<file path="src/rtl/serial_adder.sv">
// serial_adder -- bit-serial two's-complement adder/subtractor.
//
// Takes one operation at a time through a valid/ready handshake, works through
// it one bit per cycle LSB first, then holds the result until it is consumed.
// Subtraction is a + ~b + 1: b is inverted when latched and carry starts at 1.
//
// Ports:
//   clk        single clock, rising edge
//   rst        asynchronous active-high reset
//   in_valid   operation request valid      in_ready   block can accept (registered)
//   a, b       operands (WIDTH bits)         sub        0 = a+b, 1 = a-b
//   out_valid  result valid (registered)     out_ready  consumer accepts result
//   sum        result mod 2^WIDTH            cout       carry out (sub: 1 = no borrow)
//   ovf        signed overflow               busy       state is not IDLE
module serial_adder #(
  parameter int WIDTH = 8
) (
  input  logic             clk,
  input  logic             rst,
  input  logic             in_valid,
  output logic             in_ready,
  input  logic [WIDTH-1:0] a,
  input  logic [WIDTH-1:0] b,
  input  logic             sub,
  output logic             out_valid,
  input  logic             out_ready,
  output logic [WIDTH-1:0] sum,
  output logic             cout,
  output logic             ovf,
  output logic             busy
);

  // One extra bit over log2(WIDTH) so the counter never wraps within an op.
  localparam int CW = $clog2(WIDTH) + 1;

  typedef enum logic [1:0] {IDLE, RUN, DONE} state_t;

  state_t           state, state_d;
  logic             in_ready_d, out_valid_d;

  logic [WIDTH-1:0] opa, opb;   // latched operands, shifted right each RUN cycle
  logic [WIDTH-1:0] res;        // working result, filled from the MSB end
  logic             carry;
  logic [CW-1:0]    cnt;

  logic             s_bit, c_next, last;

  // Current bit always sits at position 0 of the shifting operand registers.
  assign s_bit  = opa[0] ^ opb[0] ^ carry;
  assign c_next = (opa[0] & opb[0]) | (opa[0] & carry) | (opb[0] & carry);
  assign last   = (cnt == CW'(WIDTH - 1));

  assign busy   = (state != IDLE);

  // ---------------------------------------------------------------- FSM
  always_ff @(posedge clk or posedge rst) begin
    if (rst) begin
      state     <= IDLE;
      in_ready  <= 1'b1;
      out_valid <= 1'b0;
    end else begin
      state     <= state_d;
      in_ready  <= in_ready_d;
      out_valid <= out_valid_d;
    end
  end

  // in_ready/out_valid are computed alongside the next state so they can be
  // registered and still line up exactly with the state they describe.
  always_comb begin
    state_d     = state;
    in_ready_d  = in_ready;
    out_valid_d = out_valid;
    case (state)
      IDLE: begin
        if (in_valid) begin
          state_d    = RUN;
          in_ready_d = 1'b0;
        end
      end
      RUN: begin
        if (last) begin
          state_d     = DONE;
          out_valid_d = 1'b1;
        end
      end
      DONE: begin
        // Return to IDLE only; a new op is taken on the following edge.
        if (out_ready) begin
          state_d     = IDLE;
          out_valid_d = 1'b0;
          in_ready_d  = 1'b1;
        end
      end
      default: begin
        state_d     = IDLE;
        in_ready_d  = 1'b1;
        out_valid_d = 1'b0;
      end
    endcase
  end

  // ----------------------------------------------------------- datapath
  always_ff @(posedge clk or posedge rst) begin
    if (rst) begin
      opa   <= '0;
      opb   <= '0;
      res   <= '0;
      carry <= 1'b0;
      cnt   <= '0;
      sum   <= '0;
      cout  <= 1'b0;
      ovf   <= 1'b0;
    end else begin
      case (state)
        IDLE: begin
          if (in_valid) begin
            opa   <= a;
            opb   <= b ^ {WIDTH{sub}};
            carry <= sub;
            cnt   <= '0;
          end
        end
        RUN: begin
          opa   <= opa >> 1;
          opb   <= opb >> 1;
          carry <= c_next;
          res   <= {s_bit, res[WIDTH-1:1]};
          cnt   <= cnt + 1'b1;
          // Published outputs change only here, so they hold through DONE
          // and the following IDLE.
          if (last) begin
            sum  <= {s_bit, res[WIDTH-1:1]};
            cout <= c_next;
            ovf  <= carry ^ c_next;   // carry into MSB vs carry out of MSB
          end
        end
        default: ;
      endcase
    end
  end

endmodule
</file>
<file path="config.mk">
export PLATFORM = sky130hd
export DESIGN_NAME = serial_adder
export DESIGN_NICKNAME = d
export VERILOG_FILES = /design/src/rtl/serial_adder.sv
export SDC_FILE = /design/constraint.sdc
export NUM_CORES = 1
export LEC_CHECK = 0
export BUFFER_PORTS_ARGS = -buffer_cell sky130_fd_sc_hd__clkbuf_2
export CORE_AREA = 2 2 80 51
export CTS_CLUSTER_SIZE = 14
export DETAILED_ROUTE_END_ITERATION = 7
export DIE_AREA = 0 0 82 53
export PLACE_DENSITY = 0.76
export SLEW_MARGIN = 10
export SYNTH_ARGS = -nofsm -noshare
export SYNTH_HDL_FRONTEND = slang
export SYNTH_SLANG_ARGS = --single-unit
</file>
<file path="constraint.sdc">
create_clock -name clk -period 1.95 [get_ports clk]
set_input_delay 0.585 -clock clk [delete_from_list [all_inputs] [get_ports clk]]
set_output_delay 0.585 -clock clk [all_outputs]
set_load 0.01 [all_outputs]
</file>
=== Word-level counts from Yosys, hierarchy flattened ===
Cells that the tools add are included.

* Bits in registers: 43
* Logic and storage cells: 55
* Bits of input ports: 21
* Output and inout port bits: 13

* Equality and inequality tests: 6
* Bitwise gates (word level): 11
* Mux-type cells: 18
* Add/sub/neg operators: 1
* Reductions and logical operators: 8

{| class="wikitable"
|+ Operators with widths
! kind !! number
|-
| $pmux W8 S2 || 2
|-
| $mux W8 || 2
|-
| $reduce_and A3 Y1 || 3
|-
| $pmux W4 S2 || 1
|-
| $xor A8 B8 Y8 || 1
|-
| $mux W2 || 3
|-
| $ne A2 B2 Y1 const B || 3
|-
| $pmux W1 S3 || 2
|-
| $pmux W2 S3 || 1
|-
| $mux W1 || 5
|-
| $add A4 B1 Y4 const B || 1
|-
| $eq A4 B3 Y1 const B || 1
|-
| $mux W4 || 1
|-
| $reduce_and A2 Y1 || 2
|-
| $reduce_bool A2 Y1 || 2
|-
| $and A1 B1 Y1 || 3
|-
| $xor A1 B1 Y1 || 3
|-
| $eq A2 B1 Y1 const B || 1
|-
| $eq A2 B2 Y1 const B || 1
|-
| $logic_not A2 Y1 || 1
|-
| $not A1 Y1 || 2
|-
| $or A1 B1 Y1 || 2
|-
| $pmux W1 S2 || 1
|}

=== Longest topological paths before layout ===
Gate-level depths: netlist of run 1.

* Depth in word-level cells: 4
* Depth in mapped cells: 6
* Gate-level depth less buffers: 4

=== Worst setup path before layout of run 1 ===
OpenSTA, ideal clock, no wires.

* Path type: reg2out
* From: register state[0]
* To: output busy
* Arrival time: 950 ps
* Cell stages (with the launch flop): 4
* Data required time: 1365 ps
* Setup slack: 415 ps
* Buffers on the path: 2
* Path through: dfrtp_1 buf_2 clkbuf_1 or2_2

* Longest elaborated chain between the ends: 1

{| class="wikitable"
|+ Ends and longest elaborated chain
! what !! line !! source
|-
| from (decl) || 38 || <nowiki>state_t state, state_d;</nowiki>
|-
| from (signal assigned) || 62 || <nowiki>state <= state_d;</nowiki>
|-
| $reduce_bool A2 Y1 || 53 || <nowiki>assign busy = (state != IDLE);</nowiki>
|-
| to (decl) || 30 || <nowiki>output logic busy</nowiki>
|}

Every way passes these cells.

=== Worst setup path in the final report of run 1 ===
Ends and elaborated chain as after synthesis.

==> results of run 1 <==
## through the flow
stage / total power (uW) / cell area (um^2) / setup slack [ns] / util, % / std cells
floorplan: 2270 / 1880 / 0.392 / - / 167
global placement: 2570 / 2100 / 0.469 / 58.8 / 243
detailed placement: 2670 / 2100 / 0.406 / 58.8 / 243
CTS: 3210 / 2180 / 0.184 / 61.1 / 251
global route: 3420 / 2180 / 0.146 / 61.1 / 251
finish: 3190 / 2180 / 0.185 / 61.1 / 251
## cell usage in the layout, fill, tap and decap left out, types with 3 or more instances in the layout
cell type	count
buf_4	8
clkbuf_8	5
a221o_1	7
nor2_1	5
clkbuf_2	33
a22o_1	3
and3b_1	7
mux2_2	11
clkbuf_1	3
dfrtp_1	41
xor2_1	9
nand2_1	33
a22oi_1	9
o21ai_0	11
## registers in the layout (all words and copies together) (netlist names)
name	flops
cnt	4
carry	1
opb	8
opa	8
in_ready	1
out_valid	1
cout	1
sum	8
state	2
res	7
ovf	1
## kinds of logic (layout without fill, tap and decap cells)
family	after synthesis	in the layout	share of synthesized area (%)
XOR/XNOR	9	9	4.19
buffers and inverters	13	50	3.53
adder cells (fa/ha/maj)	2	2	1.73
AND/OR/NAND/NOR	54	54	14.2
flip-flops	42	42	56.0
AO/OA/AOI/OAI	36	36	13.8
multiplexers	11	11	6.59
## critical path: cells and delay by family, from the launching register on
family / cells / cell delay [ns]
flip-flops: 1 / 0.42
AND/OR/NAND/NOR: 1 / 0.33
buffers and inverters: 1 / 0.14
## power by group through the flow
stage               logic (uW)  registers, uW  clock network (uW)
floorplan                  789           1480                   0
global placement          1100           1470                   0
detailed placement        1170           1500                   0
CTS                       1180           1480                 547
global route              1310           1530                 582
finish                    1170           1480                 530
## Yosys cell counts
master,count
a22oi_1,9
nor3_4,1
a21o_1,2
or2_2,1
and2_1,1
fa_1,1
a21oi_1,2
buf_6,2
nand2b_1,2
a22o_1,3
clkbuf_1,8
a221o_1,7
dfstp_2,1
o31ai_1,1
o21ai_0,11
xor2_1,9
o21bai_1,1
nand2_1,33
nor3_1,1
mux2_2,11
buf_2,2
nor2b_1,2
inv_1,1
dfrtp_1,41
nand3_1,1
and3b_1,7
ha_1,1
nor2_1,5
## worst min-delay path by stage
stage	startpoint	to	slack [ns]	cells after the start
2_1_floorplan	res[1]	res[1]	0.44	2
3_3_place_gp	res[1]	res[1]	0.46	2
3_5_place_dp	res[1]	res[1]	0.47	2
4_1_cts	rst	sum[7]	0.41	3
5_1_grt	rst	res[1]	0.44	3
6_report	rst	res[1]	0.38	3
## per-layer routing
metal / GRT usage, % / vias to the layer above / share of wire [%]
li1: - / 653 / -
met1: 27.5 / 681 / 46
met2: 34.3 / 26 / 47
met3: 6.31 / 9 / 4.3
met4: 10.8 / 0 / 2.1
met5: 0 / - / 0
## area by class of cell
type	count	area [um^2]
fill	298	1390
sequential	42	1050
multi-input combinational	112	762
timing repair buffer	41	225
clock buffer	8	80.1
tap	47	58.8
inverter	1	3.75
==> results.tsv, run 1 <==
stage	metric	value	unit
run_status	outcome	finished, final reports clean	
power_and_ir_drop	Comb power frac	36.9	%
power_and_ir_drop	Net Sw Frac	35.8	%
critical_path	Critical R2R Capture	opb[0]	
route	DRC	0	
critical_path	reg2reg path depth	4	
floorplanning	Die Ht	53	um
power_and_ir_drop	share of total power in the clock network	16.6	%
synthesis	Seq/Total Area, Yosys	56.0	%
power_and_ir_drop	Int Power	2050	uW
floorplanning	core area	0.00357	mm^2
critical_path	critical path peak fanout	5	
synthesis	area leader, netlist	dfrtp_1	
critical_path	reg2reg start	state[0]	
critical_path	CP endpoint kind	output pin	
power_and_ir_drop	Reg power frac	46.5	%
timing	worst slew pin tran	0.603	ns
synthesis	Syn Nets	190	
global_route	vias in the first global route	1396	
floorplanning	I/O pins	34	
global_route	largest net degree at the start of global routing	43	
clock_tree	root buf cell	clkbuf_8	
timing	min Tclk post-route	1.76	ns
critical_path	critical path class	flop to output pin	
run	Max Cap Viol	0	
timing	Final Skew	0.00600	ns
cells_and_area	Layout area overhead	16.0	%
cells_and_area	layout cells sized above 1	29.4	%
timing	Relative slew margins	59.7	%
cells_and_area	final layout net count	226	
route	WL/cell	15.9	um
timing	Final Hold Viols	0	
synthesis	Yosys cell types	28	
placement	post-DP HPWL	2810	um
synthesis	Mapped Area	0.00188	mm^2
clock_tree	Setup Buffers After CTS	0	
route	Vias/cell	5.45	
synthesis	Yosys top cell area share	54.6	%
route	DRT Pass-1 Iters	4	
timing	worst hold slack	0.384	ns
critical_path	Worst path slowest cell	dfrtp_1	
critical_path	Worst Path Arrival	1.18	ns
route	Routed WL	4000	um
global_route	GRT overflow	0	
critical_path	Worst Path Required	1.36	ns
placement	I/O Buffers	33	
synthesis	Mean Syn Cell Area	11.3	um^2
power_and_ir_drop	Lkg Pwr	0.00111	uW
timing	setup violators final	0	
timing	unrepaired setup endpoints after global routing	false	
floorplanning	site row count	17	
floorplanning	Die Width	82	um
route	Via Count	1369	
synthesis	Mapped Cells	167	
placement	Placer Congestion	0.793	
timing	period utilisation layout	90.5	%
timing	TNS Setup	0	ns
clock_tree	hold buffer count at CTS	0	
clock_tree	later-pin clock latency in the skew report	0.29	ns
timing	fin. max-slew vios	0	
critical_path	largest stage delay on the critical path	0.42	ns
worst_hold_path	Hold WC Path Type	input pin to asynchronous set/reset pin	
timing	Fmax achieved	0.567	GHz
clock_tree	Resized cells post-CTS	0	
critical_path	crit-path cells	or2_2, clkbuf_2	
route	antenna-violating nets left	0	
global_route	initial antenna violation count	0	
critical_path	crit path to	busy	
critical_path	Startpoint Class	flop	
critical_path	R2R Setup Slk	0.33	ns
route	Initial DRC Count	56	
critical_path	critical path startpoint	state[0]	
floorplanning	die area	0.00435	mm^2
clock_tree	clk slew on worst S/H paths	0.07	ns
synthesis	Synth area leaders	dfrtp_1, nand2_1, mux2_2	
clock_tree	CTS Buffer Depth	2	
cells_and_area	ANT cells	0	
power_and_ir_drop	Max rail drop VDD	0.000584	V
clock_tree	Num CTS Buffers	5	
power_and_ir_drop	sw power	1140	uW
clock_tree	clock sink count	42	
synthesis	Ys Warns	0	
global_route	first-pass GRT wire length	6810	um
power_and_ir_drop	Cell Pwr Density	1460	mW/mm^2
floorplanning	Initial Utilization	52.6	%
clock_tree	H-Tree Depth	2	
synthesis	synthesized flop and latch total	42	
clock_tree	CTS tree	yes	
global_route	Total Routing Usage GR	21.7	%
(Power assumes the default switching activity.)
==> run 2, diff against run 1 <==
- CAP_MARGIN: unset -> 40
- PLACE_DENSITY: 0.76 -> unset
- PLACE_DENSITY_LB_ADDON: unset -> 0.3
- SLEW_MARGIN: 10 -> unset
==> results.tsv, run 2 (synthesized netlist as in run 1, its figures left out) <==
stage	metric	value	unit
power_and_ir_drop	Comb power frac	34.4	%
floorplanning	site row count	17	
placement	I/O Buffers	33	
power_and_ir_drop	Int Power	2180	uW
clock_tree	clk slew on worst S/H paths	0.07	ns
floorplanning	I/O pins	34	
cells_and_area	Largest regs	opa (8), opb (8), sum (8)	
clock_tree	Resized cells post-CTS	0	
critical_path	reg2reg start	state[0]	
timing	period utilisation layout	95.6	%
route	DRT Pass-1 Iters	4	
power_and_ir_drop	Cell Pwr Density	1500	mW/mm^2
critical_path	Worst Path Required	1.36	ns
timing	Relative slew margins	63.6	%
placement	Placer Congestion	0.882	
critical_path	reg2reg path depth	4	
critical_path	Startpoint Class	flop	
floorplanning	Die Width	82	um
floorplanning	Die Ht	53	um
clock_tree	Num CTS Buffers	5	
cells_and_area	Layout area overhead	17.4	%
clock_tree	clock sink count	42	
critical_path	cell family with most CP delay	flip-flops	
clock_tree	hold buffer count at CTS	0	
route	antenna-violating nets left	0	
critical_path	crit-path cells	or2_2, clkbuf_2	
cells_and_area	Fillers	305	
floorplanning	Initial Utilization	52.6	%
timing	Fmax achieved	0.536	GHz
clock_tree	root buf cell	clkbuf_8	
floorplanning	die area	0.00435	mm^2
cells_and_area	commonest non-fill, non-tap cell in the layout	dfrtp_1	
timing	worst slew pin tran	0.544	ns
global_route	Total Routing Usage GR	20.0	%
clock_tree	CTS tree	yes	
global_route	vias in the first global route	1308	
placement	post-DP HPWL	2710	um
critical_path	Critical R2R Capture	opa[6]	
critical_path	Worst path slowest cell	dfrtp_1	
route	Via Count	1344	
timing	fin. max-slew vios	0	
power_and_ir_drop	Tot Pwr	3310	uW
critical_path	R2R Setup Slk	0.32	ns
route	Initial DRC Count	58	
run_status	outcome	finished, final reports clean	
route	WL/cell	14.9	um
timing	unrepaired setup endpoints after global routing	false	
clock_tree	Setup Buffers After CTS	0	
critical_path	largest stage delay on the critical path	0.50	ns
critical_path	critical path class	flop to output pin	
power_and_ir_drop	Reg power frac	45.5	%
global_route	first-pass GRT wire length	6270	um
timing	TNS Setup	0	ns
clock_tree	H-Tree Depth	2	
critical_path	CP endpoint kind	output pin	
cells_and_area	final layout net count	226	
cells_and_area	layout cells sized above 1	29.9	%
route	Routed WL	3740	um
route	Vias/cell	5.35	
global_route	initial antenna violation count	0	
power_and_ir_drop	Lkg Pwr	0.00112	uW
floorplanning	core area	0.00357	mm^2
global_route	largest net degree at the start of global routing	43	
clock_tree	later-pin clock latency in the skew report	0.29	ns
critical_path	Worst Path Arrival	1.28	ns
power_and_ir_drop	share of total power in the clock network	20.1	%
timing	setup violators final	0	
cells_and_area	ANT cells	0	
global_route	GRT overflow	0	
clock_tree	CTS Buffer Depth	2	
critical_path	critical path peak fanout	13	
timing	Final Hold Viols	0	
cells_and_area	most frequent cells in the layout	dfrtp_1, nand2_1, clkbuf_2	
power_and_ir_drop	Max rail drop VDD	0.000743	V
power_and_ir_drop	sw power	1130	uW
timing	min Tclk post-route	1.86	ns
worst_hold_path	Hold WC Path Type	input pin to asynchronous set/reset pin	
route	DRC	0	
power_and_ir_drop	Net Sw Frac	34.2	%
timing	Final Skew	0.00364	ns
run	Max Cap Viol	0	
critical_path	crit path buf inv count	1	
## run 2: worst register-to-register path, stage by stage, from the launching register on
cell and delay [ns]:
dfrtp_1 0.50, buf_4 0.25, nor2b_1 0.44, a22oi_1 0.14, o21ai_0 0.21
## run 2: how the worst max path moves through the flow
| stage | start | end | slack, ns | depth (start not counted) |
|---|---|---|---|---|
| 2_1_floorplan | rst | carry | 0.39 | 1 |
| 3_3_place_gp | in_valid | opa[3] | 0.44 | 4 |
| 3_5_place_dp | in_valid | opa[6] | 0.32 | 4 |
| 4_1_cts | state[0] | busy | 0.1 | 2 |
| 5_1_grt | state[0] | busy | 0.03 | 2 |
| 6_report | state[0] | busy | 0.09 | 2 |
## run 2: metrics by stage
| step | worst slack (ns) | cells | hold WS [ns] | cell area (um^2) | utilization [%] |
|---|---|---|---|---|---|
| after floorplan | 0.392 | 167 | 0.440 | 1880 | - |
| after global placement | 0.435 | 243 | 0.463 | 2100 | 58.8 |
| after detailed placement | 0.321 | 243 | 0.469 | 2100 | 58.8 |
| after CTS | 0.0986 | 251 | 0.420 | 2210 | 61.8 |
| after global routing | 0.0348 | 251 | 0.457 | 2210 | 61.8 |
| final | 0.0858 | 251 | 0.395 | 2210 | 61.8 |
## run 2: area by class of cell
class | instances | area [um^2] | area share, %
inverter | 1 | 3.75 | 0.170
clock inverter | 1 | 30.0 | 1.36
timing repair buffer | 41 | 225 | 10.2
multi-input combinational | 112 | 762 | 34.5
tap | 47 | 58.8 | 2.66
sequential | 42 | 1050 | 47.6
clock buffer | 7 | 76.3 | 3.46
## run 2: power groups by stage
stage               Clock (uW)  Sequential [uW]  Combinational, uW
global placement             0             1490               1090
finish                     665             1500               1140
CTS                        675             1500               1150
global route               717             1540               1270
floorplan                    0             1480                789
detailed placement           0             1520               1140
## run 2: metal layers
metal  vias to the layer above  routed length (um)  global-route usage [%]
met3                         4                 156                    6.14
met2                        26                1800                    30.9
li1                        653                   -                       -
met5                         -                   0                       0
met4                         0                  31                    5.28
met1                       661                1760                    27.5
==> run 3, diff against run 2 <==
- ABC_AREA: unset -> 1
- CORE_AREA: 2 2 80 51 -> 2 2 80 52
- DIE_AREA: 0 0 82 53 -> 0 0 82 54
==> results.tsv, run 3 <==
stage	metric	value	unit
route	Vias/cell	5.02	
route	antenna-violating nets left	0	
cells_and_area	final layout net count	270	
clock_tree	Setup Buffers After CTS	0	
critical_path	cell family with most CP delay	flip-flops	
critical_path	critical path peak fanout	6	
critical_path	critical path class	flop to output pin	
synthesis	Async SR Flop Fraction	100	%
route	met1 wire length	1780	um
critical_path	Worst Path Required	1.36	ns
synthesis	mux share of post-synthesis cell area	0	%
timing	min Tclk post-route	1.73	ns
critical_path	Worst Path Arrival	1.14	ns
synthesis	Mapped Cells	214	
clock_tree	root buf cell	clkbuf_8	
placement	I/O Buffers	33	
clock_tree	CTS Buffer Depth	2	
synthesis	xor/xnor cell area share of the yosys netlist	4.04	%
power_and_ir_drop	Reg power frac	45.3	%
clock_tree	clk slew on worst S/H paths	0.08	ns
critical_path	Worst path slowest cell	dfrtp_1	
clock_tree	Num CTS Buffers	5	
timing	Final Hold Viols	0	
timing	setup violators final	0	
power_and_ir_drop	sw power	1270	uW
timing	Final Skew	0.00744	ns
power_and_ir_drop	Comb power frac	37.0	%
cells_and_area	Layout area overhead	14.0	%
power_and_ir_drop	Lkg Pwr	0.00117	uW
route	Routed WL	3710	um
route	Initial DRC Count	81	
timing	Relative slew margins	77.3	%
synthesis	Compound-Gate Fraction of Synth Area	5.77	%
floorplanning	core area	0.00378	mm^2
power_and_ir_drop	Net Sw Frac	39.2	%
global_route	first-pass GRT wire length	5950	um
critical_path	largest stage delay on the critical path	0.50	ns
floorplanning	Die Width	82	um
synthesis	most common cell in the netlist	nand2_1	
critical_path	crit path buf inv count	2	
timing	unrepaired setup endpoints after global routing	false	
synthesis	area leader, netlist	dfrtp_1	
worst_hold_path	Hold WC Path Type	input pin to asynchronous set/reset pin	
synthesis	Seq/Total Area, Yosys	53.9	%
synthesis	Post-synth EDFFs	0	
timing	TNS Setup	0	ns
run_status	outcome	finished, final reports clean	
route	WL met3	182	um
synthesis	Mean Syn Cell Area	9.12	um^2
run	Max Cap Viol	0	
timing	worst slew pin tran	0.341	ns
route	DRT Pass-1 Iters	4	
floorplanning	die area	0.00443	mm^2
cells_and_area	most frequent cells in the layout	nand2_1, nand3_1, dfrtp_1	
global_route	largest net degree at the start of global routing	43	
timing	period utilisation layout	88.6	%
floorplanning	Die Ht	54	um
cells_and_area	ANT cells	0	
route	WL met2	1700	um
cells_and_area	layout cells sized above 1	23.8	%
timing	fin. max-slew vios	0	
critical_path	crit-path cells	nor2_2, inv_1, clkbuf_2	
synthesis	Mapped Area	0.00195	mm^2
cells_and_area	commonest non-fill, non-tap cell in the layout	nand2_1	
route	DRC	0	
floorplanning	Initial Utilization	51.6	%
clock_tree	CTS tree	yes	
floorplanning	I/O pins	34	
synthesis	ys flop type	dfrtp_1	
route	Via Count	1497	
power_and_ir_drop	share of total power in the clock network	17.7	%
power_and_ir_drop	Int Power	1970	uW
global_route	vias in the first global route	1349	
synthesis	Synth area leaders	dfrtp_1, nand2_1, nand3_1	
critical_path	Startpoint Class	flop	
clock_tree	clock sink count	42	
cells_and_area	final core utilization	58.8	%
synthesis	Ys Warns	0	
clock_tree	hold buffer count at CTS	0	
synthesis	Synth Area in Adders	1.67	%
critical_path	CP endpoint kind	output pin	
clock_tree	Resized cells post-CTS	0	
power_and_ir_drop	Max rail drop VDD	0.000843	V
cells_and_area	final instance area	0.00223	mm^2
synthesis	most frequent cells after synthesis	nand2_1, nand3_1, dfrtp_1	
power_and_ir_drop	Cell Pwr Density	1450	mW/mm^2
critical_path	R2R Setup Slk	0.60	ns
synthesis	largest family of logic cells by synthesized area	simple AND/OR/NAND/NOR gates	
clock_tree	H-Tree Depth	2	
floorplanning	site row count	18	
clock_tree	later-pin clock latency in the skew report	0.29	ns
synthesis	Yosys cell types	26	
global_route	GRT overflow	0	
route	WL/cell	12.4	um
global_route	Total Routing Usage GR	18.6	%
cells_and_area	Largest regs	opa (8), opb (8), sum (8)	
synthesis	Syn Nets	237	
global_route	initial antenna violation count	0	
placement	Placer Congestion	0.696	
synthesis	synthesized flop and latch total	42	
cells_and_area	Fillers	330	
synthesis	area share of and/or/nand/nor cells after synthesis	27.7	%
route	top layer in use	met4	
synthesis	Yosys top cell area share	52.6	%
placement	Placed Instance Area	0.00213	mm^2
placement	post-DP HPWL	2500	um
timing	Fmax achieved	0.579	GHz
run 3: cell count changes in the layout (fill, tap and decap cells not counted), sizes merged, moves of 9 or more:
cell,delta
nand3,+43
a22oi,-9
mux2,-11
inv,+13
nand2,+37
run 3: power by group through the flow:
stage / clock (uW) / sequential, uW / combinational [uW]
after floorplan: 0 / 1490 / 905
after global placement: 0 / 1470 / 1170
after detailed placement: 0 / 1480 / 1210
after CTS: 580 / 1470 / 1220
after global routing: 625 / 1510 / 1380
final: 573 / 1460 / 1200
run 3: path summary, 6_finish.rpt:
path | startpoint | endpoint | cells after the start
hold / removal | rst | sum[6] | 3
setup reg to reg | cnt[0] | sum[3] | 6
setup / recovery | state[1] | busy | 3
hold reg to reg | in_ready | in_ready | 2
max in group asynchronous | rst | in_ready | 3
min in group clk | in_ready | in_ready | 2
run 3: layout make-up:
class	instances	area [um^2]	area share, %
inverter	14	55.1	2.47
multi-input combinational	148	764	34.3
sequential	42	1050	47.3
clock inverter	1	5.00	0.225
clock buffer	7	86.3	3.88
tap	50	62.6	2.81
timing repair buffer	36	200	8.99
run 3: routing by layer:
metal / vias to the layer above / global-route usage (%)
li1: 753 / -
met1: 698 / 22.9
met2: 39 / 31.3
met3: 7 / 5.20
met4: 0 / 7.50
met5: - / 0
run 3: worst min-delay path: stages:
cell and delay (ns):
clkbuf_2 0.08, inv_1 0.08, buf_12 0.23
run 3: cell families after synthesis:
| logic type | count (synthesis) |
|---|---|
| buf+inv | 24 |
| simple gates | 119 |
| flops | 42 |
| compound gates | 18 |
| xor+xnor | 9 |
| fa+ha+maj | 2 |
run 3: through the flow:
stage	setup slack (ns)	power [uW]	hold WS [ns]	instances
global route	0.153	3520	0.343	298
finish	0.222	3240	0.319	298
CTS	0.214	3260	0.338	298
global placement	0.551	2640	0.457	290
floorplan	0.392	2390	0.453	214
detailed placement	0.542	2690	0.454	290
